$ cat src/rtl/regfile_wb_arbiter.sv
// regfile_wb_arbiter: shares the register file write port between core writeback and a buffered late-write path,
// with starvation stall and an outstanding-load scoreboard for hazard detection.
module regfile_wb_arbiter #(
    parameter int FIFO_DEPTH   = 2,
    parameter int STARVE_LIMIT = 4
) (
    input  logic        clk_i,
    input  logic        rst_ni,
    input  logic        wb_valid_i,
    input  logic [4:0]  wb_addr_i,
    input  logic [31:0] wb_data_i,
    input  logic        ld_valid_i,
    output logic        ld_ready_o,
    input  logic [4:0]  ld_addr_i,
    input  logic [31:0] ld_data_i,
    input  logic        ld_issue_i,
    input  logic [4:0]  ld_issue_addr_i,
    input  logic [4:0]  rs1_chk_i,
    input  logic [4:0]  rs2_chk_i,
    input  logic [4:0]  rd_chk_i,
    output logic        hazard_o,
    output logic        stall_o,
    output logic        rd_wren_o,
    output logic [4:0]  rd_addr_o,
    output logic [31:0] rd_data_o
);
    localparam int AW = $clog2(FIFO_DEPTH);
    localparam int CW = $clog2(FIFO_DEPTH + 1);
    localparam int SW = $clog2(STARVE_LIMIT + 1);

    logic [4:0]    r_addr_q [FIFO_DEPTH];
    logic [31:0]   r_data_q [FIFO_DEPTH];
    logic [AW-1:0] r_wr_ptr, r_rd_ptr;
    logic [CW-1:0] r_count;
    logic [SW-1:0] r_starve;
    logic [31:0]   r_pend;
    logic          r_en;

    logic          w_empty, w_stall, w_push, w_pop, w_core_req, w_core;
    logic [4:0]    w_hd_addr;
    logic [31:0]   w_hd_data, w_set, w_clr;

    // r_en holds every output at 0 until the first edge after reset release
    assign w_empty    = r_count == '0;
    assign w_stall    = r_en && r_starve == SW'(STARVE_LIMIT);
    assign ld_ready_o = r_en && r_count < CW'(FIFO_DEPTH);
    assign w_push     = ld_valid_i && ld_ready_o;
    assign w_core_req = wb_valid_i && wb_addr_i != 5'd0;
    assign w_pop      = r_en && !w_empty && (w_stall || !w_core_req);
    assign w_core     = r_en && !w_stall && w_core_req;
    assign w_hd_addr  = r_addr_q[r_rd_ptr];
    assign w_hd_data  = r_data_q[r_rd_ptr];

    assign rd_wren_o = w_pop ? w_hd_addr != 5'd0 : w_core;
    assign rd_addr_o = w_pop ? w_hd_addr : w_core ? wb_addr_i : 5'd0;
    assign rd_data_o = w_pop ? w_hd_data : w_core ? wb_data_i : 32'd0;
    assign stall_o   = w_stall;
    assign hazard_o  = r_en && (r_pend[rs1_chk_i] | r_pend[rs2_chk_i] | r_pend[rd_chk_i]);

    assign w_set = (ld_issue_i && ld_issue_addr_i != 5'd0) ? 32'd1 << ld_issue_addr_i : 32'd0;
    assign w_clr = w_pop ? 32'd1 << w_hd_addr : 32'd0;

    always_ff @(posedge clk_i) begin
        if (w_push) begin
            r_addr_q[r_wr_ptr] <= ld_addr_i;
            r_data_q[r_wr_ptr] <= ld_data_i;
        end
    end

    always_ff @(posedge clk_i or negedge rst_ni) begin
        if (!rst_ni) begin
            r_en     <= 1'b0;
            r_wr_ptr <= '0;
            r_rd_ptr <= '0;
            r_count  <= '0;
            r_starve <= '0;
            r_pend   <= '0;
        end else begin
            r_en     <= 1'b1;
            r_wr_ptr <= r_wr_ptr + AW'(w_push);
            r_rd_ptr <= r_rd_ptr + AW'(w_pop);
            r_count  <= r_count + CW'(w_push) - CW'(w_pop);
            r_starve <= (w_pop || w_empty) ? '0 : (r_starve == SW'(STARVE_LIMIT)) ? r_starve : r_starve + 1'b1;
            r_pend   <= ((r_pend & ~w_clr) | w_set) & ~32'd1;
        end
    end
endmodule

$ cat config.mk
export PLATFORM = sky130hd
export DESIGN_NAME = regfile_wb_arbiter
export DESIGN_NICKNAME = d
export VERILOG_FILES = /design/src/rtl/regfile_wb_arbiter.sv
export SDC_FILE = /design/constraint.sdc
export NUM_CORES = 1
export LEC_CHECK = 0
export CORE_UTILIZATION = 45
export DETAILED_ROUTE_END_ITERATION = 8
export PLACE_DENSITY = 0.76
export SLEW_MARGIN = 20
export SYNTH_ARGS = -nofsm -noshare
export SYNTH_HDL_FRONTEND = slang
export SYNTH_SLANG_ARGS = --single-unit
export TNS_END_PERCENT = 100
$ cat constraint.sdc
create_clock -name clk_i -period 3 [get_ports clk_i]
set_input_delay 0.6 -clock clk_i [delete_from_list [all_inputs] [get_ports clk_i]]
set_output_delay 0.6 -clock clk_i [all_outputs]
set_load 0.02 [all_outputs]
==> summary.md, run 1 <==
| Metric | Value |
|---|---|
| GR peak layer | met2 |
| Area after DPL | 0.00746 mm² |
| Worst EP required | 2.40 ns |
| Met2 Resource Use GR | 42.5% |
| Via count | 4503 |
| # DRC | 0 |
| Initial DRC count | 296 |
| Hold path start | r_pend[18] |
| I/O pin count | 140 |
| CTS Hold Buffers Added | 0 |
| Final instance area | 0.00808 mm² |
| Cell with the most instances after synthesis | edfxtp_1 |
| Post-DP HPWL | 11200 µm |
| TritonCTS clock tree | built |
| Gr usage total | 25.0% |
| Synth Area per Inst | 12.7 µm² |
| Die width | 114 µm |
| Psw | 2.12 mW |
| Post-Syn Area | 0.00567 mm² |
| Max-cap violations | 0 |
| Seq/Total Area, Yosys | 56.4% |
| Pre-antenna DRT Iters | 5 |
| Final setup margin | 0.0489 ns |
| Internal | 4.12 mW |
| Slew @ Worst Pin | 0.901 ns |
| Yosys reg bits | 113 |
| Worst hold path class | reg2reg |
| Comb power frac | 34.8% |
| Slew Limit Fails | 0 |
| Cell chosen for the clock root | clkbuf_16 |
| Gr ovfl total | 0 |
| # placed instances | 759 |
| Vias in the first global route | 4626 |
| Die Ht | 114 µm |
| Sink Count | 113 |
| Critical path type | in2out |
| Status | complete, no violations |
| Fill cells | 867 |
| DR vias/cell | 5.66 |
| Starting Density | 46.6% |
| Post-synth top area share | 39.2% |
| Most frequent cells after synthesis | edfxtp_1, nand2_1, o21ai_0 |
| Routed wire length | 15600 µm |
| Ys flop type | edfxtp_1 |
| Worst skew pair latency | 0.41 ns |
| Seq pwr share | 37.9% |
| # diodes | 0 |
| Biggest area consumer among synthesized cells | edfxtp_1 |
| Syn_nets | 553 |
| P_leak | 3.10 nW |
| Dpl ws | -0.670 ns |
| CP Data Arrival Time | 2.35 ns |
| CP max FO | 8 |
| Final critical-path required period | 2.95 ns |
| Row count | 40 |
| Sw Share | 34.0% |
| Fin nets | 720 |
| Crit. Startpoint | wb_addr_i[1] |
| CP Capture Type | output pin |
| Worst-path clk slew | 0.05 ns |
| Met3 Track Usage GR | 7.41% |
| Share of cells above drive strength 1 | 26.1% |
| Post-layout instance count excluding filler cells | 796 |
| GR Layer Usage met1 | 29.6% |
| Placer Congestion | 0.905 |
| Yosys cell types | 47 |
| Setup Skew | 0.00838 ns |
| Maximum clock insertion buffer count | 2 |
| Antenna violations before repair | 0 |
| Setup-failing EPs final | 0 |
| Power density cells | 772 mW/mm² |
| Peak Freq | 0.339 GHz |
| Period utilisation layout | 98.4% |
| RSZ-0062 raised after global routing | no |
| Htree depth | 4 |
| Area grow syn2layout | 42.6% |
| Clock share of power | 27.3% |
| CTS Buf Count | 17 |
| Async set-or-reset flop fraction in the synthesized netlist | 34.5% |
| Syn. warnings | 0 |
| Total core area | 0.0122 mm² |
| Buffers added on ports | 139 |
| Largest net degree at the start of global routing | 40 |
| Post-Synthesis Cells | 448 |
| Detail Route Antenna Nets | 0 |
| First-pass GRT wire length | 24300 µm |
| DR WL/cell | 19.7 µm |
| Full die area | 0.0131 mm² |
| Worst r2r src | r_starve[0] |
| Startpoint types | input port |
| Peak VDD IR | 474 µV |
| Final count of hold timing violations | 0 |
| EDFF count, synth | 74 |
| Synth top area cells | edfxtp_1, dfrtp_1, mux4_2 |
| Relative slew slack | 39.9% |
-- stage by stage --
stage	util [%]	total power, mW	hold WS, ns	setup TNS [ns]
2_1_floorplan	-	3.57	0.304	0
4_1_cts	65.9	6.20	0.557	-0.0397
5_1_grt	66.5	6.54	0.602	0
3_5_place_dp	61.3	4.44	0.548	-24.14
3_3_place_gp	61.3	4.34	0.528	-22.83
6_report	66.5	6.24	0.563	0
-- metal layers --
metal / wire (µm) / up-vias
met5: 0 / -
met4: 405 / 0
met3: 1160 / 32
met2: 8020 / 206
met1: 6060 / 2203
li1: - / 2062
-- power by group through the flow --
stage / combinational [mW] / sequential [mW] / clock (mW)
floorplan: 1.34 / 2.22 / 0
global placement: 2.00 / 2.34 / 0
detailed placement: 2.07 / 2.38 / 0
CTS: 2.13 / 2.35 / 1.72
global route: 2.34 / 2.40 / 1.79
finish: 2.17 / 2.36 / 1.70
-- cell type report --
cell class	count	area (µm²)	area share, %
well taps	168	210	2.60
inverters	12	45.0	0.557
repair buffers	173	1700	21.0
flip-flops and latches	113	3200	39.6
clock inverters	12	70.1	0.867
multi-input cells	298	2420	30.0
clock buffers	20	437	5.40
-- worst max-delay path: stages --
cell             delay (ns)
clkdlybuf4s15_1        0.20
or4_4                  0.50
o211ai_4               0.18
o211ai_1               0.19
buf_6                  0.21
buf_12                 0.15
o21ai_4                0.17
buf_6                  0.14
-- kinds of logic (layout without fill, tap and decap cells) --
| group | after synthesis | after routing | synth area share, % |
|---|---|---|---|
| AO/OA/AOI/OAI | 118 | 118 | 13.2 |
| XOR/XNOR | 4 | 4 | 0.618 |
| adder cells (fa/ha/maj) | 6 | 6 | 1.32 |
| buffers and inverters | 37 | 217 | 2.85 |
| flip-flops | 113 | 113 | 56.4 |
| multiplexers | 68 | 68 | 16.7 |
| other | 1 | 1 | 0.0661 |
| AND/OR/NAND/NOR | 101 | 101 | 8.83 |
-- placed cells by master (no fill, tap or decap), types with 12 or more instances in the layout --
master	netlist	final
buf_4	0	42
buf_6	2	17
clkbuf_16	0	18
clkdlybuf4s50_1	0	91
dfrtp_1	39	38
edfxtp_1	74	74
inv_1	12	12
mux2i_1	43	43
mux4_2	21	21
nand2_1	52	52
o21ai_0	51	26
o21ai_1	17	22
o21ai_2	0	16
o31ai_1	31	31
-- timing repair --
| item | in CTS | in global routing |
|---|---|---|
| cloned | 2 | 1 |
| setup buffers | 2 | 0 |
| pin swaps | 9 | 3 |
| endpoints found under the setup margin | 39 | 31 |
| gates resized for setup | 286 | 17 |
-- sequential cells by signal, summed over array words and instances (netlist names) --
register and cells:
r_addr_q 10, r_pend 31, r_en 1, r_starve 3
r_data_q 64, r_wr_ptr 1, r_rd_ptr 1, r_count 2
-- path summary, 6_finish.rpt --
| check | slack (ns) | cells past startpoint | endpoint |
|---|---|---|---|
| max | 0.05 | 8 | rd_data_o[28] |
| min | 0.56 | 2 | r_pend[18] |
| max reg2reg | 0.44 | 13 | r_count[1] |
| min reg2reg | 0.56 | 2 | r_pend[18] |
| max in group asynchronous | 2.00 | 2 | r_rd_ptr |
| min in group asynchronous | 0.63 | 2 | r_pend[22] |
No activity file was read; power rests on OpenSTA's default activity.
==> run 2: changes to the inputs <==
--- a/config.mk
+++ b/config.mk
@@ -6,6 +6,7 @@
 export NUM_CORES = 1
 export LEC_CHECK = 0
 export CORE_UTILIZATION = 45
+export CTS_BUF_LIST = sky130_fd_sc_hd__clkbuf_4
 export DETAILED_ROUTE_END_ITERATION = 8
 export PLACE_DENSITY = 0.76
 export SLEW_MARGIN = 20
==> summary.md, run 2 (synthesis results as in run 1) <==
| Metric | Value |
|---|---|
| CTS Hold Buffers Added | 0 |
| Worst-path clk slew | 0.10 ns |
| Relative slew slack | 38.0% |
| Area grow syn2layout | 39.9% |
| Power density cells | 694 mW/mm² |
| CP Capture Type | output pin |
| Starting Density | 46.6% |
| RSZ-0062 raised after global routing | yes |
| I/O pin count | 140 |
| Most frequent cells in the layout | clkdlybuf4s50_1, edfxtp_1, nand2_1 |
| DR vias/cell | 5.68 |
| Total negative slack | 0 ns |
| Largest regs | r_data_q x64, r_pend x31, r_addr_q x10 |
| Seq pwr share | 42.8% |
| Max FFs per register | 64 |
| R2R cell count | 13 |
| Via count | 4554 |
| Placer Congestion | 0.905 |
| Comb power frac | 40.8% |
| Reg2Reg Setup Slack | 0.64 ns |
| CTS Buf Count | 17 |
| Final instance area | 0.00793 mm² |
| Vias in the first global route | 4646 |
| Clock share of power | 16.3% |
| Commonest non-fill, non-tap cell in the layout | clkdlybuf4s50_1 |
| TritonCTS clock tree | built |
| DR WL/cell | 19.3 µm |
| CP delay by family, top | buffers and inverters |
| Cell chosen for the clock root | clkbuf_4 |
| Worst skew pair latency | 0.51 ns |
| Routed wire length | 15500 µm |
| Maximum clock insertion buffer count | 2 |
| Final critical-path required period | 2.99 ns |
| Slew Limit Fails | 0 |
| Post-DP HPWL | 11200 µm |
| Period utilisation layout | 99.6% |
| Reg with most FFs | r_data_q |
| Buffers added on ports | 139 |
| R2R Path End | r_count[1] |
| Pre-antenna DRT Iters | 5 |
| Row count | 40 |
| Die Ht | 114 µm |
| # placed instances | 759 |
| Die width | 114 µm |
| Gr usage total | 24.7% |
| Total core area | 0.0122 mm² |
| Internal | 3.47 mW |
| Htree depth | 4 |
| Startpoint types | input port |
| Crit-path slowest cell | or4_4 |
| Gr ovfl total | 0 |
| CP max FO | 11 |
| Sw Share | 37.0% |
| Critical path type | in2out |
| Max-cap violations | 0 |
| WP buf/inv | 4 |
| First-pass GRT wire length | 24000 µm |
| Antenna violations before repair | 2 |
| Initial DRC count | 330 |
| Worst r2r src | r_starve[1] |
| Slew @ Worst Pin | 0.930 ns |
| Psw | 2.04 mW |
| Share of cells above drive strength 1 | 28.1% |
| Full die area | 0.0131 mm² |
| Crit-path cells | dlygate4sd2_1 -> or4_4 -> o211ai_4 -> o211ai_1 -> buf_6 -> buf_12 -> o21ai_1 -> buf_4 |
| Fin nets | 723 |
| Area after DPL | 0.00746 mm² |
| P_leak | 3.01 nW |
| Detail Route Antenna Nets | 0 |
| Peak VDD IR | 359 µV |
| Worst EP required | 2.40 ns |
| Setup Skew | 0.0208 ns |
| Sink Count | 113 |
| CP max stage delay | 0.52 ns |
| Status | complete, no violations |
| Largest net degree at the start of global routing | 40 |
| CP Data Arrival Time | 2.39 ns |
| Fill cells | 892 |
| Setup-failing EPs final | 0 |
| Post-layout instance count excluding filler cells | 802 |
| Worst hold path class | in2async |
| # DRC | 0 |
| Final count of hold timing violations | 0 |
| Peak Freq | 0.335 GHz |
[run 2: cell type report]
cell class / instances / area (µm²) / area share, %
antenna: 3 / 7.51 / 0.0947
clock buffer: 20 / 150 / 1.89
clock inverter: 12 / 70.1 / 0.884
inverter: 12 / 45.0 / 0.568
multi-input combinational: 298 / 2480 / 31.2
sequential: 113 / 3200 / 40.4
tap: 168 / 210 / 2.65
timing repair buffer: 176 / 1770 / 22.3
[run 2: repair_timing]
action | 4_1_cts | 5_1_grt
endpoints found under the setup margin | 39 | 35
resized for setup | 275 | 46
buffers inserted | 4 | 2
gates cloned | 3 | 0
pin swaps | 8 | 6
[run 2: worst max path at each step]
stage	startpoint	to	slack (ns)	cells after the start
2_1_floorplan	wb_addr_i[3]	rd_wren_o	0.12	6
3_3_place_gp	wb_addr_i[3]	rd_data_o[6]	-0.63	8
3_5_place_dp	wb_addr_i[3]	rd_data_o[10]	-0.67	8
4_1_cts	wb_addr_i[0]	rd_wren_o	-0.002	8
5_1_grt	wb_addr_i[4]	rd_addr_o[4]	-0.03	8
6_report	wb_addr_i[4]	rd_data_o[20]	0.01	8
[run 2: metal layers]
metal / part of all wire, % / GRT usage (%)
met5: 0 / 0
met4: 1.7 / 9.18
met1: 39 / 29.6
met3: 7.5 / 7.20
met2: 52 / 42.3
[run 2: per-stage QoR]
| step | setup WS [ns] | hold WS [ns] | util [%] | total power, mW |
|---|---|---|---|---|
| floorplan | 0.121 | 0.304 | - | 3.57 |
| global placement | -0.630 | 0.528 | 61.3 | 4.34 |
| detailed placement | -0.670 | 0.548 | 61.3 | 4.44 |
| CTS | -0.00175 | 0.488 | 63.7 | 5.39 |
| global route | -0.0312 | 0.534 | 65.2 | 5.80 |
| finish | 0.0135 | 0.520 | 65.2 | 5.50 |
[run 2: power by group through the flow]
stage / logic [mW] / clock network (mW) / registers, mW
after detailed placement: 2.07 / 0 / 2.38
final: 2.25 / 0.899 / 2.36
after CTS: 2.13 / 0.913 / 2.34
after global placement: 2.00 / 0 / 2.34
after floorplan: 1.34 / 0 / 2.22
after global routing: 2.42 / 0.987 / 2.40
